**src/rtl/cpu_pkg.sv**
```systemverilog
// cpu_pkg: sequencer FSM states, branch_op encodings and the branch-condition helper
package cpu_pkg;
   typedef enum logic [1:0] {IDLE, FETCH, EXEC, HALT} state_t;
   localparam logic [2:0] BR_NONE = 3'd0;
   localparam logic [2:0] BR_BEQ  = 3'd1;
   localparam logic [2:0] BR_BNE  = 3'd2;
   localparam logic [2:0] BR_BLT  = 3'd3;
   localparam logic [2:0] BR_BGE  = 3'd4;
   localparam logic [2:0] BR_BLE  = 3'd5;
   localparam logic [2:0] BR_BGT  = 3'd6;
   function automatic logic br_cond(input logic [2:0] op, input logic zero, input logic less);
      return op == BR_BEQ ? zero :
             op == BR_BNE ? !zero :
             op == BR_BLT ? less :
             op == BR_BGE ? !less :
             op == BR_BLE ? (zero | less) :
             op == BR_BGT ? (!zero & !less) : 1'b0;
   endfunction
endpackage

```
**src/rtl/pc_next_sel.sv**
```systemverilog
// pc_next_sel: combinational next-PC selection (jr > jump/jal > taken branch > pc+1)
module pc_next_sel import cpu_pkg::*; #(
   parameter int ADDR_W = 8,
   parameter int IMM_W  = 16
) (
   input  logic [ADDR_W-1:0] pc,
   input  logic [2:0]        branch_op,
   input  logic              jump,
   input  logic              jal,
   input  logic              jr,
   input  logic [IMM_W-1:0]  imm,
   input  logic [25:0]       jtarget,
   input  logic [31:0]       jr_target,
   input  logic              zero,
   input  logic              less,
   output logic [ADDR_W-1:0] next_pc,
   output logic              taken
);
   logic [ADDR_W+IMM_W-1:0] imm_ext;
   logic [ADDR_W-1:0]       seq_pc;
   logic                    unused_hi;
   assign seq_pc    = pc + ADDR_W'(1);
   // sign-extend past ADDR_W so the low slice works whether IMM_W is wider or narrower
   assign imm_ext   = {{ADDR_W{imm[IMM_W-1]}}, imm};
   assign next_pc   = jr ? jr_target[ADDR_W-1:0] :
                      (jump | jal) ? jtarget[ADDR_W-1:0] :
                      br_cond(branch_op, zero, less) ? seq_pc + imm_ext[ADDR_W-1:0] : seq_pc;
   assign taken     = next_pc != seq_pc;
   assign unused_hi = ^{jr_target, jtarget};
endmodule

```
**src/rtl/pc_sequencer.sv**
```systemverilog
// pc_sequencer: PC register, fetch handshake FSM and next-PC update.
// Optional PC_PERF_CNT_EN adds saturating retired/redirect counters.
module pc_sequencer import cpu_pkg::*; #(
   parameter int                ADDR_W   = 8,
   parameter int                IMM_W    = 16,
   parameter logic [ADDR_W-1:0] RESET_PC = '0,
   parameter int                CNT_W    = 32
) (
   input  logic              clk,
   input  logic              reset,
   output logic              imem_req,
   output logic [ADDR_W-1:0] imem_addr,
   input  logic              imem_ack,
   input  logic [31:0]       imem_rdata,
   output logic [31:0]       instr,
   output logic              instr_valid,
   input  logic              ex_done,
   input  logic [2:0]        branch_op,
   input  logic              jump,
   input  logic              jal,
   input  logic              jr,
   input  logic [IMM_W-1:0]  imm,
   input  logic [25:0]       jtarget,
   input  logic [31:0]       jr_target,
   input  logic              zero,
   input  logic              less,
   input  logic              halt,
   output logic [ADDR_W-1:0] pc,
   output logic [ADDR_W-1:0] link_addr,
   output logic              taken,
   output logic              halted
`ifdef PC_PERF_CNT_EN
   ,
   output logic [CNT_W-1:0]  retired_cnt,
   output logic [CNT_W-1:0]  redirect_cnt
`endif
);
   state_t            state, state_nx;
   logic [ADDR_W-1:0] next_pc;
   logic              sel_taken, accept, fetched;
   pc_next_sel #(.ADDR_W(ADDR_W), .IMM_W(IMM_W)) u_sel (
      .pc(pc), .branch_op(branch_op), .jump(jump), .jal(jal), .jr(jr), .imm(imm),
      .jtarget(jtarget), .jr_target(jr_target), .zero(zero), .less(less),
      .next_pc(next_pc), .taken(sel_taken)
   );
   assign accept      = state == EXEC && ex_done;
   assign fetched     = state == FETCH && imem_ack;
   assign imem_req    = state == FETCH;
   assign imem_addr   = pc;
   assign instr_valid = state == EXEC;
   assign halted      = state == HALT;
   assign link_addr   = pc + ADDR_W'(1);
   always_ff @(posedge clk or negedge reset)
      if (!reset) state <= IDLE;
      else state <= state_nx;
   always_comb begin
      state_nx = state;
      case (state)
         IDLE:    state_nx = FETCH;
         FETCH:   state_nx = fetched ? EXEC : FETCH;
         EXEC:    state_nx = accept ? (halt ? HALT : FETCH) : EXEC;
         default: state_nx = HALT;
      endcase
   end
   always_ff @(posedge clk or negedge reset)
      if (!reset) begin
         pc    <= RESET_PC;
         instr <= '0;
         taken <= 1'b0;
      end else begin
         taken <= accept & sel_taken;
         if (fetched) instr <= imem_rdata;
         if (accept) pc <= next_pc;
      end
`ifdef PC_PERF_CNT_EN
   always_ff @(posedge clk or negedge reset)
      if (!reset) begin
         retired_cnt  <= '0;
         redirect_cnt <= '0;
      end else begin
         if (accept && !(&retired_cnt)) retired_cnt <= retired_cnt + CNT_W'(1);
         if (taken && !(&redirect_cnt)) redirect_cnt <= redirect_cnt + CNT_W'(1);
      end
`else
   localparam int cnt_w_unused = CNT_W;
`endif
endmodule

```
**config.mk**
```make
export PLATFORM = sky130hd
export DESIGN_NAME = pc_sequencer
export DESIGN_NICKNAME = d
export VERILOG_FILES = /design/src/rtl/cpu_pkg.sv /design/src/rtl/pc_next_sel.sv /design/src/rtl/pc_sequencer.sv
export SDC_FILE = /design/constraint.sdc
export NUM_CORES = 1
export LEC_CHECK = 0
export CORE_UTILIZATION = 25
export DETAILED_ROUTE_END_ITERATION = 7
export SLEW_MARGIN = 20
export SYNTH_ARGS = -nofsm -noshare
export SYNTH_HDL_FRONTEND = slang
export SYNTH_SLANG_ARGS = --single-unit
```
**constraint.sdc**
```tcl
create_clock -name clk -period 3.8 [get_ports clk]
set_input_delay 0.76 -clock clk [delete_from_list [all_inputs] [get_ports clk]]
set_output_delay 0.76 -clock clk [all_outputs]
set_load 0.02 [all_outputs]
```
; Yosys cells after proc, flatten, opt, wreduce, memory -nomap -nowiden
; Index checks and enable logic that the tools add are counted.
[classes]
n_addsub = 2
eq_ne = 10
mux = 13
bitwise_logic = 4
n_reduce_logical = 5
[ops]
columns = operator, n
row1 = 8-bit two-way mux, 3
row2 = "3-bit == test, second input constant", 3
row3 = "8-bit by 1-bit adder with 8-bit output, second input constant", 1
row4 = 8-bit adder, 1
row5 = 8-bit inequality test, 1
row6 = "3-bit by 2-bit == test with 1-bit output, second input constant", 2
row7 = 1-bit two-way mux, 6
row8 = 2-bit two-way mux, 3
row9 = 2-bit one-hot mux with 3 select lines, 1
row10 = "2-bit == test, second input constant", 2
row11 = "3-bit by 1-bit == test with 1-bit output, second input constant", 1
row12 = 1-bit bitwise AND, 2
row13 = "2-bit by 1-bit == test with 1-bit output, second input constant", 1
row14 = 1-bit logical AND, 2
row15 = 1-bit zero test, 2
row16 = 2-bit zero test, 1
row17 = 1-bit bitwise OR, 2
[word_totals]
ff_bits = 43
inputBits = 119
output_inout_bits = 60
word_cells = 38

; Longest topological paths before layout
[depth]
word_depth = 13
depth_mapped = 12
mapped_depth_nobuf = 12

; Modules after synthesis
; From an unflattened synthesis, not the netlist that was laid out.
[hier_totals]
hier_cells = 305
hier_area_um2 = 3020.4
[modules_own_cells]
columns = mod, instances, cells_per_inst, area_each_um2
row1 = pc_sequencer, 1, 119, 1784.2
row2 = pc_next_sel, 1, 186, 1236.2

; Worst setup path after synthesis
; Ideal clock, no wire load.
[synth_path]
kind = reg-to-reg
from = reg pc[1], in the netlist imem_addr[1]
to = reg pc[7], in the netlist imem_addr[7]
setup_ns = 0.126
t_arrival_ns = 2.867
t_required_ns = 3.674
setup_slack_ns = 0.807
stages_incl_launch_ff = 12
n_path_buf = 0
period_less_slack_ns = 2.993
path_cell_list = dfrtp_1 -> ha_1 -> xnor2_1 -> inv_1 -> ha_1 -> a21oi_1 -> a21boi_1 -> o221ai_1 -> a2111o_1 -> o21ai_1 -> mux2i_1 -> a21oi_1
[synth_between]
elab_chain_cells = 5
[synth_lines]
columns = element, line_no
row1 = from (decl), pc_sequencer.sv:28  ; output logic [ADDR_W-1:0] pc,
row2 = from (signal assigned), pc_sequencer.sv:73  ; if (accept) pc <= next_pc;
row3 = 8-bit by 1-bit adder with 8-bit output, -
row4 = net link_addr[2], pc_sequencer.sv:29  ; output logic [ADDR_W-1:0] link_addr,
row5 = 8-bit adder, pc_next_sel.sv:27  ; br_cond(branch_op, zero, less) ? seq_pc + imm_ext[ADDR_W-1:0] : seq_pc;
row6 = 8-bit two-way mux, pc_next_sel.sv:27
row7 = 8-bit two-way mux, pc_next_sel.sv:26  ; (jump | jal) ? jtarget[ADDR_W-1:0] :
row8 = 8-bit two-way mux, pc_next_sel.sv:25  ; assign next_pc = jr ? jr_target[ADDR_W-1:0] :
; The timed path passes the listed nets, and every way through them passes these cells.
; A chain may end at the register's enable or synchronous reset.

; Final worst setup path
[layout_path]
from = reg pc[1], in the netlist imem_addr[1]
to = reg pc[5], in the netlist imem_addr[5]
[layout_between]
elab_chain_cells = 5
[layout_lines]
columns = element, line_no
row1 = 8-bit by 1-bit adder with 8-bit output *, pc_next_sel.sv:22  ; assign seq_pc = pc + ADDR_W'(1);
row2 = 8-bit adder, pc_next_sel.sv:27
row3 = 8-bit two-way mux *, pc_next_sel.sv:27
row4 = 8-bit two-way mux *, pc_next_sel.sv:26
row5 = 8-bit two-way mux *, pc_next_sel.sv:25
; Every way passes the cells marked *; elsewhere a longest branch is shown, timed or not.

==> results.txt <==
Primary FF master, synth -> dfrtp_1
Initial DRT Pass Iterations -> 4
Worst R2R Start -> imem_addr[1]$_DFFE_PN0P_
Leakage -> 1.80 nW
DP Wirelength -> 6430 um
Placement-stage cell area -> 4310 um^2
R2R depth -> 11
Slew Limit Fails -> 0
RSZ-0062 raised after global routing -> no
Overflow after GRT -> 0
Hold Path Class -> in -> async
Max-Slew Margin vs Limit -> 0.638
Area leader, netlist -> dfrtp_1
Most frequent cells in the layout -> 127 x clkdlybuf4s50_1, 43 x dfrtp_1, 33 x mux2_2, 28 x nand2_1, 19 x nor2_1
Max Cap Violations -> 0
CP dominant cell by count -> ha_1
WP depth -> 11
# hold bufs at CTS -> 0
Sequential area share after synthesis -> 0.368
Largest cells by area after synthesis -> dfrtp_1 37%, mux2_2 13%, ha_1 3.9%
Synth Register Bits -> 43
Worst-Skew Late Latency -> 0.28 ns
Status -> finished clean
Die Wd -> 110 um
Final ANT Viol Nets -> 0
Pin count of the biggest net entering global routing -> 44
Synth-to-layout area growth -> 52.2%
Row count -> 39
Fin crit period -> 3.04 ns
Filler cells -> 1,115
CTS tree -> done
Clock buffer depth -> 2
Fraction of layout cells with a size suffix above 1 -> 0.153
Clock sink count -> 43
Worst Path Required -> 4.00 ns
Post_cts resized -> 0
Clock Pin Slew Worst Setup and Hold Paths -> 0.06 ns
Max stage delay on crit path -> 0.48 ns
GP Congestion -> 0.844
YS warnings -> 0
Cts bufs inserted -> 5
Final Cell Area -> 4450 um^2
DRC -> 0
Setup Buffers After CTS -> 0
Worst path bufs/invs -> 1
Final Hold Fails -> 0
Final TNS setup -> 0 ns
First-pass GRT wire length -> 12,300 um
R2r setup slk -> 0.76 ns
VDD IR-drop max -> 0.378 mV
I/O pin count -> 179
Gr usage total -> 0.130
Top delay family on crit path -> compound AO/OA/AOI/OAI gates
Worst-path maximum fanout -> 6
Synthesized Nets -> 420
CP endpoint kind -> flop
Number of global-route vias before repair -> 2,481
Ant diodes -> 0
H-tree depth -> 2
I/O Buffers -> 128
Die Span Y -> 110 um
Die area -> 12,100 um^2
Final WL -> 7970 um
Antenna violations before repair -> 0
Root Driver -> clkbuf_16
Initial standard-cell utilization of the core -> 0.256
Mapped Cells -> 291
CP arrival -> 3.24 ns
Vias/cell -> 4.65
Fmax -> 0.329 GHz
Wirelength per Cell -> 14.4 um
DR vias -> 2,578
Least-Margin Pin Slew -> 0.535 ns
Asr flop ratio synth -> 1.00
Crit path cell chain -> ha_1 -> nand3_1 -> xor2_2 -> inv_1 -> ha_1 -> or2_1 -> o221ai_1 -> o311ai_1 -> a211o_1 -> a21o_1 -> a21oi_1
Reg-to-Reg End -> imem_addr[5]$_DFFE_PN0P_
Total Nets Final -> 540
Slowest CP cell -> dfrtp_1
Clock Skew -> 0.00530 ns
Setup CP Type -> reg -> reg
Synth Cell Area -> 2920 um^2
Drt initial violations -> 87
Period utilization -> 0.800
Worst setup startpoint -> imem_addr[1]$_DFFE_PN0P_
Core Box Area -> 11,400 um^2
Worst setup SP type -> flop
Setup violations, final -> 0
Yosys top cell area share -> 0.368
Pwr Density -> 845 nW/um^2
Number of flops mapped to enable cells by yosys -> 0
Avg Cell Area, Syn -> 10.0 um^2
Commonest non-fill, non-tap cell in the layout -> clkdlybuf4s50_1
Synth unique cells -> 59
End of the critical path -> imem_addr[5]$_DFFE_PN0P_
==> worst register-to-register path, delay by kind of cell, from the launching register on <==
family	cells	cell delay (ns)
buffers and inverters	1	0.13
DFF	1	0.48
xor gates and xnor gates	1	0.29
AOI/OAI and AO/OA	5	1.15
adders and majority gates	2	0.52
and+or+nand+nor	2	0.39
==> synthesized netlist by cell type (5+ instances only) <==
cell type and count:
a21oi_1 10, nor2b_1 5, o21ai_0 11, mux2_2 33
ha_1 9, o21ai_1 6, nand2_1 28, nor2_1 19
buf_4 8, xnor2_1 12, nor3_1 5, inv_1 10
dfrtp_1 43
==> flip-flops by register name (all words and copies together) (netlist names) <==
register,cells
state,2
imem_addr,8
taken,1
instr,32
==> metal layers <==
layer / global-route usage / vias to the layer above / routed length [um]
met5: 0 / - / 0
met4: 0.0348 / 0 / 99
met3: 0.0247 / 8 / 595
met2: 0.230 / 95 / 3910
met1: 0.162 / 1211 / 3360
li1: - / 1264 / -
==> how the worst min path moves through the flow <==
stage	from	endpoint	slack [ns]	cells after the start
floorplan	reset	imem_addr[0]$_DFFE_PN0P_	0.46	0
global placement	instr[23]$_DFFE_PN0P_	instr[23]$_DFFE_PN0P_	0.49	1
detailed placement	instr[4]$_DFFE_PN0P_	instr[4]$_DFFE_PN0P_	0.49	1
CTS	instr[4]$_DFFE_PN0P_	instr[4]$_DFFE_PN0P_	0.51	1
global route	instr[25]$_DFFE_PN0P_	instr[25]$_DFFE_PN0P_	0.51	1
finish	reset	instr[2]$_DFFE_PN0P_	0.48	1
==> logic make-up (layout without fill, tap and decap cells) <==
kind of cell / Yosys count / count (layout) / synth area share
AOI/OAI and AO/OA: 63 / 63 / 0.153
xor gates and xnor gates: 22 / 22 / 0.0924
adders and majority gates: 10 / 10 / 0.0454
buffers and inverters: 30 / 151 / 0.0505
DFF: 43 / 43 / 0.368
muxes: 38 / 38 / 0.145
and+or+nand+nor: 85 / 85 / 0.146
==> power breakdown <==
| part | internal (mW) | switching [mW] |
|---|---|---|
| sequential | 0.684 | 0.181 |
| clock | 0.242 | 0.168 |
| combinational | 1.26 | 1.22 |
| total | 2.19 | 1.57 |
==> layout make-up <==
type	count	area, um^2	share of cell area
Multi-Input combinational cell	218	1700	0.382
Tap cell	143	179	0.0402
Clock inverter	2	12.5	0.00281
Timing Repair Buffer	133	1320	0.296
Inverter	10	37.5	0.00843
Clock buffer	6	129	0.0290
Sequential cell	43	1080	0.242
==> per-stage QoR <==
step / std cells / worst slack, ns / power [mW] / utilization / hold slack (ns)
2_1_floorplan: 291 / 0.807 / 2.40 / - / 0.464
3_3_place_gp: 547 / 0.616 / 3.33 / 0.377 / 0.485
3_5_place_dp: 547 / 0.644 / 3.37 / 0.377 / 0.491
4_1_cts: 555 / 0.716 / 3.80 / 0.390 / 0.505
5_1_grt: 555 / 0.495 / 4.05 / 0.390 / 0.511
6_report: 555 / 0.761 / 3.76 / 0.390 / 0.475
Power figures use the tool's default switching activity.
